===== config.mk =====
export PLATFORM = sky130hd
export DESIGN_NAME = hb_decim_mc
export DESIGN_NICKNAME = d
export VERILOG_FILES = /design/src/rtl/hb_pkg.sv /design/src/rtl/hb_coef_bank.sv /design/src/rtl/hb_decim_mc.sv
export SDC_FILE = /design/constraint.sdc
export NUM_CORES = 2
export LEC_CHECK = 0
export ABC_CLOCK_PERIOD_IN_PS = 11170
export CAP_MARGIN = 20
export CORE_MARGIN = 2
export CORE_UTILIZATION = 64
export DETAILED_ROUTE_END_ITERATION = 12
export PLACE_DENSITY = 0.82
export RECOVER_POWER = 50
export SLEW_MARGIN = 20
export SYNTH_ARGS = -nofsm -noshare
export SYNTH_HDL_FRONTEND = slang
export SYNTH_SLANG_ARGS = --single-unit

===== constraint.sdc =====
create_clock -name clk -period 11.17 [get_ports clk]
set_clock_uncertainty 0.15 [all_clocks]
set_input_delay 1.117 -clock clk [delete_from_list [all_inputs] [get_ports clk]]
set_output_delay 1.117 -clock clk [all_outputs]
set_load 0.03 [all_outputs]

===== src/rtl/hb_pkg.sv =====
// Shared definitions for the multi-channel half-band decimator.
//   - hb_state_t   : MAC sequencer state encoding
//   - clog2        : ceiling log2 for elaboration-time sizing
//   - acc_width    : full-precision accumulator width
//   - shift_width  : right shift that maps the accumulator onto the output
//   - sat_round    : optional round-half-up, arithmetic shift, saturation
package hb_pkg;

  typedef enum logic [1:0] {
    ST_IDLE = 2'd0,
    ST_MAC  = 2'd1,
    ST_CTR  = 2'd2,
    ST_OUT  = 2'd3
  } hb_state_t;

  function automatic int clog2(input int v);
    int r;
    r = 0;
    for (int i = 0; i < 31; i++) begin
      if ((32'sd1 <<< i) < v) r = i + 1;
    end
    return r;
  endfunction

  // Products are (IN_W+1)+COE_W bits; NCOEF of them plus the centre tap
  // need clog2(NCOEF) plus one more bit of growth.
  function automatic int acc_width(input int in_w, input int coe_w, input int ncoef);
    return in_w + coe_w + 2 + clog2(ncoef);
  endfunction

  function automatic int shift_width(input int in_w, input int coe_w, input int out_w);
    return in_w + coe_w - out_w;
  endfunction

  // Operates on a 64-bit container so that one function serves every
  // parameterisation; callers sign-extend in and truncate out.
  function automatic logic signed [63:0] sat_round(input logic signed [63:0] acc,
                                                   input int                 shift,
                                                   input int                 out_w,
                                                   input logic               rnd);
    logic signed [63:0] v;
    logic signed [63:0] maxv;
    logic signed [63:0] minv;
    v = acc;
    if (rnd) v = v + (64'sd1 <<< (shift - 1));
    v    = v >>> shift;
    maxv = (64'sd1 <<< (out_w - 1)) - 64'sd1;
    minv = -(64'sd1 <<< (out_w - 1));
    if (v > maxv) return maxv;
    if (v < minv) return minv;
    return v;
  endfunction

endpackage


===== src/rtl/hb_coef_bank.sv =====
// Coefficient storage for the half-band decimator.
//   clk, rst     : clock, asynchronous active-low reset
//   coef_shift   : shift coef_in into the shadow chain (newest at sh[0])
//   coef_in      : coefficient word, signed Q1.(COE_W-1)
//   config_sync  : copy shadow to active; deferred until idle is high
//   idle         : sequencer is idle, active set may be replaced
//   idx          : tap index i being multiplied
//   coef         : active coefficient c[idx]
module hb_coef_bank
  import hb_pkg::*;
#(
  parameter int COE_W = 16,
  parameter int NCOEF = 4,
  parameter int IDX_W = 2
) (
  input  logic                    clk,
  input  logic                    rst,
  input  logic                    coef_shift,
  input  logic [COE_W-1:0]        coef_in,
  input  logic                    config_sync,
  input  logic                    idle,
  input  logic [IDX_W-1:0]        idx,
  output logic signed [COE_W-1:0] coef
);

  logic signed [COE_W-1:0] sh  [NCOEF];
  logic signed [COE_W-1:0] act [NCOEF];
  logic                    sync_pending;
  logic                    do_copy;

  // A sync requested while busy is remembered and applied on the first
  // idle cycle, so a running computation never sees a mixed set.
  assign do_copy = (config_sync | sync_pending) & idle;

  always_ff @(posedge clk or negedge rst) begin
    if (!rst) begin
      sync_pending <= 1'b0;
      for (int j = 0; j < NCOEF; j++) begin
        sh[j]  <= '0;
        act[j] <= '0;
      end
    end else begin
      if (coef_shift) begin
        sh[0] <= $signed(coef_in);
        for (int j = 1; j < NCOEF; j++) sh[j] <= sh[j-1];
      end
      if (do_copy) begin
        // Loaded outermost first, so the oldest word is c[0].
        for (int j = 0; j < NCOEF; j++) act[j] <= sh[NCOEF-1-j];
        sync_pending <= 1'b0;
      end else if (config_sync) begin
        sync_pending <= 1'b1;
      end
    end
  end

  assign coef = act[idx];

endmodule


===== src/rtl/hb_decim_mc.sv =====
// Multi-channel half-band decimate-by-2 filter with one shared multiplier.
//   clk, rst      : clock, asynchronous active-low reset
//   coef_shift    : shift coef_in into the shadow coefficient chain
//   coef_in       : coefficient word
//   config_sync   : copy shadow coefficients to the active set
//   bypass        : decimate without filtering (sampled at trigger)
//   rnd_en        : 1 = round-half-up, 0 = truncate
//   data_in       : NCH samples, channel k at [k*IN_W +: IN_W]
//   data_in_flag  : sample strobe for all channels
//   hb_flag       : one-cycle output valid
//   hb_result     : NCH results, channel k at [k*OUT_W +: OUT_W]
//   busy          : sequencer not idle
//   ovf           : sticky, a strobe arrived while busy
module hb_decim_mc
  import hb_pkg::*;
#(
  parameter int IN_W  = 18,
  parameter int COE_W = 16,
  parameter int OUT_W = 22,
  parameter int NCOEF = 4,
  parameter int NCH   = 2
) (
  input  logic                   clk,
  input  logic                   rst,
  input  logic                   coef_shift,
  input  logic [COE_W-1:0]       coef_in,
  input  logic                   config_sync,
  input  logic                   bypass,
  input  logic                   rnd_en,
  input  logic [NCH*IN_W-1:0]    data_in,
  input  logic                   data_in_flag,
  output logic                   hb_flag,
  output logic [NCH*OUT_W-1:0]   hb_result,
  output logic                   busy,
  output logic                   ovf
);

  localparam int L       = 4*NCOEF - 1;
  localparam int CTR_TAP = 2*NCOEF - 1;
  localparam int ACC_W   = acc_width(IN_W, COE_W, NCOEF);
  localparam int SHIFT   = shift_width(IN_W, COE_W, OUT_W);
  localparam int IDX_W   = (clog2(NCOEF) < 1) ? 1 : clog2(NCOEF);
  localparam int CH_W    = (clog2(NCH) < 1) ? 1 : clog2(NCH);
  localparam int DI_W    = (clog2(L) < 1) ? 1 : clog2(L);
  localparam int PRE_W   = IN_W + 1;
  localparam int PROD_W  = PRE_W + COE_W;
  localparam int BYP_SH  = OUT_W - IN_W - 1;

  hb_state_t state;
  hb_state_t nxt;

  logic                    phase;
  logic                    byp_mode;
  logic [IDX_W-1:0]        tap;
  logic [CH_W-1:0]         ch;
  logic signed [IN_W-1:0]  dly [NCH][L];
  logic signed [ACC_W-1:0] acc [NCH];
  logic signed [COE_W-1:0] coef;

  logic                    idle;
  logic                    accept;
  logic                    trig;
  logic                    mac_last;
  logic [DI_W-1:0]         ia;
  logic [DI_W-1:0]         ib;
  logic signed [PRE_W-1:0] pre;
  logic signed [PROD_W-1:0] prod;

  assign idle     = (state == ST_IDLE);
  assign accept   = data_in_flag & idle;
  // Every second accepted sample starts a computation (decimate by 2).
  assign trig     = accept & phase;
  assign mac_last = (ch == CH_W'(NCH-1)) && (tap == IDX_W'(NCOEF-1));
  assign busy     = ~idle;

  hb_coef_bank #(
    .COE_W (COE_W),
    .NCOEF (NCOEF),
    .IDX_W (IDX_W)
  ) u_coef (
    .clk         (clk),
    .rst         (rst),
    .coef_shift  (coef_shift),
    .coef_in     (coef_in),
    .config_sync (config_sync),
    .idle        (idle),
    .idx         (tap),
    .coef        (coef)
  );

  always_ff @(posedge clk or negedge rst) begin
    if (!rst) state <= ST_IDLE;
    else      state <= nxt;
  end

  always_comb begin
    nxt = state;
    case (state)
      ST_IDLE: if (trig) nxt = bypass ? ST_OUT : ST_MAC;
      ST_MAC:  if (mac_last) nxt = ST_CTR;
      ST_CTR:  nxt = ST_OUT;
      ST_OUT:  nxt = ST_IDLE;
      default: nxt = ST_IDLE;
    endcase
  end

  // Symmetric pre-add: taps 2i and L-1-2i share coefficient c[i].
  always_comb begin
    ia   = DI_W'({tap, 1'b0});
    ib   = DI_W'(L-1) - ia;
    pre  = PRE_W'(dly[ch][ia]) + PRE_W'(dly[ch][ib]);
    prod = PROD_W'(pre) * PROD_W'(coef);
  end

  always_ff @(posedge clk or negedge rst) begin
    if (!rst) begin
      phase     <= 1'b0;
      ovf       <= 1'b0;
      hb_flag   <= 1'b0;
      hb_result <= '0;
      byp_mode  <= 1'b0;
      tap       <= '0;
      ch        <= '0;
      for (int k = 0; k < NCH; k++) begin
        acc[k] <= '0;
        for (int j = 0; j < L; j++) dly[k][j] <= '0;
      end
    end else begin
      hb_flag <= 1'b0;
      if (data_in_flag && !idle) ovf <= 1'b1;

      if (accept) begin
        phase <= ~phase;
        for (int k = 0; k < NCH; k++) begin
          dly[k][0] <= $signed(data_in[k*IN_W +: IN_W]);
          for (int j = 1; j < L; j++) dly[k][j] <= dly[k][j-1];
        end
      end

      case (state)
        ST_IDLE: begin
          if (trig) begin
            byp_mode <= bypass;
            tap      <= '0;
            ch       <= '0;
            for (int k = 0; k < NCH; k++) acc[k] <= '0;
          end
        end
        // MAC: one (channel, tap) product per cycle, channel-major.
        ST_MAC: begin
          acc[ch] <= acc[ch] + ACC_W'(prod);
          if (tap == IDX_W'(NCOEF-1)) begin
            tap <= '0;
            ch  <= ch + CH_W'(1);
          end else begin
            tap <= tap + IDX_W'(1);
          end
        end
        // CTR: centre tap is exactly 0.5, a shift rather than a multiply.
        ST_CTR: begin
          for (int k = 0; k < NCH; k++)
            acc[k] <= acc[k] + (ACC_W'(dly[k][CTR_TAP]) <<< (COE_W-1));
        end
        // OUT: scale to output width and present the result.
        ST_OUT: begin
          hb_flag <= 1'b1;
          for (int k = 0; k < NCH; k++)
            hb_result[k*OUT_W +: OUT_W] <= byp_mode
              ? (OUT_W'(dly[k][0]) <<< BYP_SH)
              : OUT_W'(sat_round(64'(acc[k]), SHIFT, OUT_W, rnd_en));
        end
        default: ;
      endcase
    end
  end

endmodule


==> impl_results.md <==
- Status: complete, but fails checks
- Failing checks: capacitance limit, slew limit
- Die H: 285 um
- Synth area leader: dfrtp_1
- Worst Hold Class: reg -> reg
- Post-Syn Area per Cell: 9.34 sq um
- Critical path arrival: 10.94 ns
- Max-Cap Viols: 6
- Final hold violation count: 0
- Area grow syn2layout: 10.2%
- CP endpoint kind: flop
- CTS sink count: 798
- Slowest-stage cell, CP: xnor2_1
- Maximum clock frequency: 94.3 MHz
- Post-DP HPWL: 97.7 mm
- Vias in the first global route: 39447
- Post-synth EDFFs: 0
- Total Wirelength: 139 mm
- CTS Buffer Depth: 3
- Drt pass-1 iters: 6
- Worst path max stage delay: 0.75 ns
- Worst r2r src: ch
- Hold Crit Start: dly[200]
- Max-slew violation count: 474
- DIE AREA: 0.0812 sq mm
- Via/cell ratio: 5.96
- Startpoint Class: flop
- Synthesized flop and latch total: 798
- Slew headroom: -3.21
- Setup TNS Final: 0 ns
- Setup violators final: 0
- Initial antenna violation count: 2
- Post-synthesis sequential area ratio: 0.395
- Buffers & Inverters on Critical Path: 6
- Clk_lat worst skew: 0.67 ns
- Pin count of the biggest net entering global routing: 268
- 1st-iter DRT viols: 4560
- Yosys Warn Count: 0
- Gpl congestion: 1.07
- Die span in x: 285 um
- DRT antenna net count: 0
- Routed via count: 39080
- Final min period: 10.61 ns
- Cell variety after synth: 82
- Critical-path maximum fanout: 11
- Clock transition at path regs: 0.06 ns
- Crit share post-route: 0.950
- Crit path launch: ch
- Clk root buf: clkbuf_16
- RSZ-0062 raised after global routing: no
- Post-synth top flop: dfrtp_1
- Top-Level Pins: 106
- Total grt overflow: 0
- Worst Max-Slew Pin Slew: 6.31 ns
- TritonCTS clock tree: built
- Critical Path RT: 11.50 ns
- Most used cell, CP: fa_1
- CTS H-tree depth: 3
- FP Rows: 103
- Residual DRC: 0
- Gr usage total: 0.349
- Core box area: 0.0786 sq mm
- CTS Buf Count: 83
- Syn Inst Count: 5412
- Post-Syn Nets: 6009
- First-pass GRT wire length: 220 mm
- Crit Path Class: reg -> reg
- Area contributors post-synth: dfrtp_1 (40%), nand2_1 (14%), fa_1 (14%), mux2_2 (4.6%), ha_1 (4.6%)
- Layout cell share with drive strength beyond 1: 0.0999
- Wirelength per Cell: 21.2 um
- Mapped cell area: 0.0505 sq mm
- Final net count: 6034
- Ys async rst share: 1.00
- Synth top area share: 0.395
- CP delay by family, top: adder cells
- Hold buffer count at cts: 0
- Input/output buffers: 105
- Initial Util: 0.643
cell type report:
class                           count  area [sq um]
Timing Repair Buffer              194          1800
Clock buffer                      123          2420
Multi-Input combinational cell   3870         27800
Clock inverter                     32           529
Fill cell                        5592         22900
Sequential cell                   798         20000
Inverter                          490          1840
Antenna cell                        1          2.50
Tap cell                         1050          1310
sequential cells by signal, summed over array words and instances (netlist names), 2 cells and up:
| name | cells |
|---|---|
| tap | 2 |
| state | 2 |
| acc | 76 |
| dly | 540 |
| u_coef.act | 64 |
| hb_result | 44 |
| u_coef.sh | 64 |
Yosys cell counts, types with 11 or more instances:
library cell	instances
a22o_1	12
mux2i_1	16
dfrtp_1	798
nand3b_1	38
nand2b_1	17
ha_1	186
mux4_2	78
fa_1	352
nor2b_1	13
nand3_1	22
and2_1	24
nand4_1	19
a22oi_1	15
o21a_1	22
nand2_1	1942
xor2_1	52
clkbuf_1	209
o31ai_1	11
a211oi_1	16
mux2_2	208
and3_1	22
inv_1	488
o21bai_1	15
buf_1	33
o21ai_1	14
o21ai_0	122
nor2_1	213
nor3_1	27
a31oi_1	19
a21o_1	38
a21oi_1	131
xnor2_1	102
cells in the final DEF (no fill, tap or decap), drive strengths merged, types with 16 or more instances in the layout:
| master | count |
|---|---|
| a21oi | 131 |
| clkbuf | 130 |
| nand3 | 22 |
| nand4 | 19 |
| xor2 | 52 |
| ha | 186 |
| mux2 | 208 |
| mux4 | 78 |
| fa | 352 |
| buf | 84 |
| clkdlybuf4s50 | 102 |
| clkinv | 18 |
| nand3b | 38 |
| dfrtp | 798 |
| a211oi | 16 |
| and3 | 25 |
| a21o | 38 |
| o21a | 23 |
| nor3 | 29 |
| inv | 491 |
| o21ai | 136 |
| nand2 | 1942 |
| nand2b | 17 |
| mux2i | 16 |
| a31oi | 19 |
| nor2 | 214 |
| xnor2 | 102 |
| and2 | 24 |
per-layer routing:
layer | track usage | share of wire | up-vias
met5 | 0.0110 | 0.00089 | -
met1 | 0.479 | 0.39 | 19535
met2 | 0.538 | 0.46 | 1832
met3 | 0.0852 | 0.099 | 387
met4 | 0.143 | 0.048 | 2
li1 | - | - | 17324
what timing repair did:
action,CTS,global route
setup buffers,0,8
resized for setup,0,3
setup endpoints to repair,0,9
worst min-delay path, delay by kind of cell (launching register included):
| kind | cells | cell delay [ns] |
|---|---|---|
| and+or+nand+nor | 2 | 0.10 |
| DFF | 1 | 0.34 |
kinds of logic after synthesis:
| logic type | synth area share |
|---|---|
| buffers and inverters | 0.0558 |
| XOR/XNOR | 0.0267 |
| AND/OR/NAND/NOR | 0.189 |
| adder cells (fa/ha/maj) | 0.185 |
| multiplexers | 0.0843 |
| AO/OA/AOI/OAI | 0.0643 |
| flip-flops | 0.395 |
metrics by stage:
stage | cell area, sq um | hold slack [ns] | util | std cells | setup slack, ns
after floorplan | 50500 | 0.289 | - | 5412 | 1.13
after global placement | 52700 | 0.288 | 0.670 | 6393 | 0.684
after detailed placement | 52700 | 0.298 | 0.670 | 6393 | 0.468
after CTS | 55600 | 0.293 | 0.707 | 6548 | 0.474
after global routing | 55700 | 0.326 | 0.709 | 6557 | 0.0680
final | 55700 | 0.291 | 0.709 | 6558 | 0.562
worst paths after layout:
check / end / slack, ns / depth (start not counted)
max in group asynchronous: acc[10] / 2.62 / 2
worst min register to register: dly[182] / 0.29 / 2
min in group asynchronous: dly[299] / 2.64 / 1
worst max register to register: acc[74] / 0.56 / 35
worst min-delay path: dly[182] / 0.29 / 2
worst max-delay path: acc[74] / 0.56 / 35
Power is not shown: default switching activity piles up to over one toggle a cycle in this logic, so the estimate is an artifact.
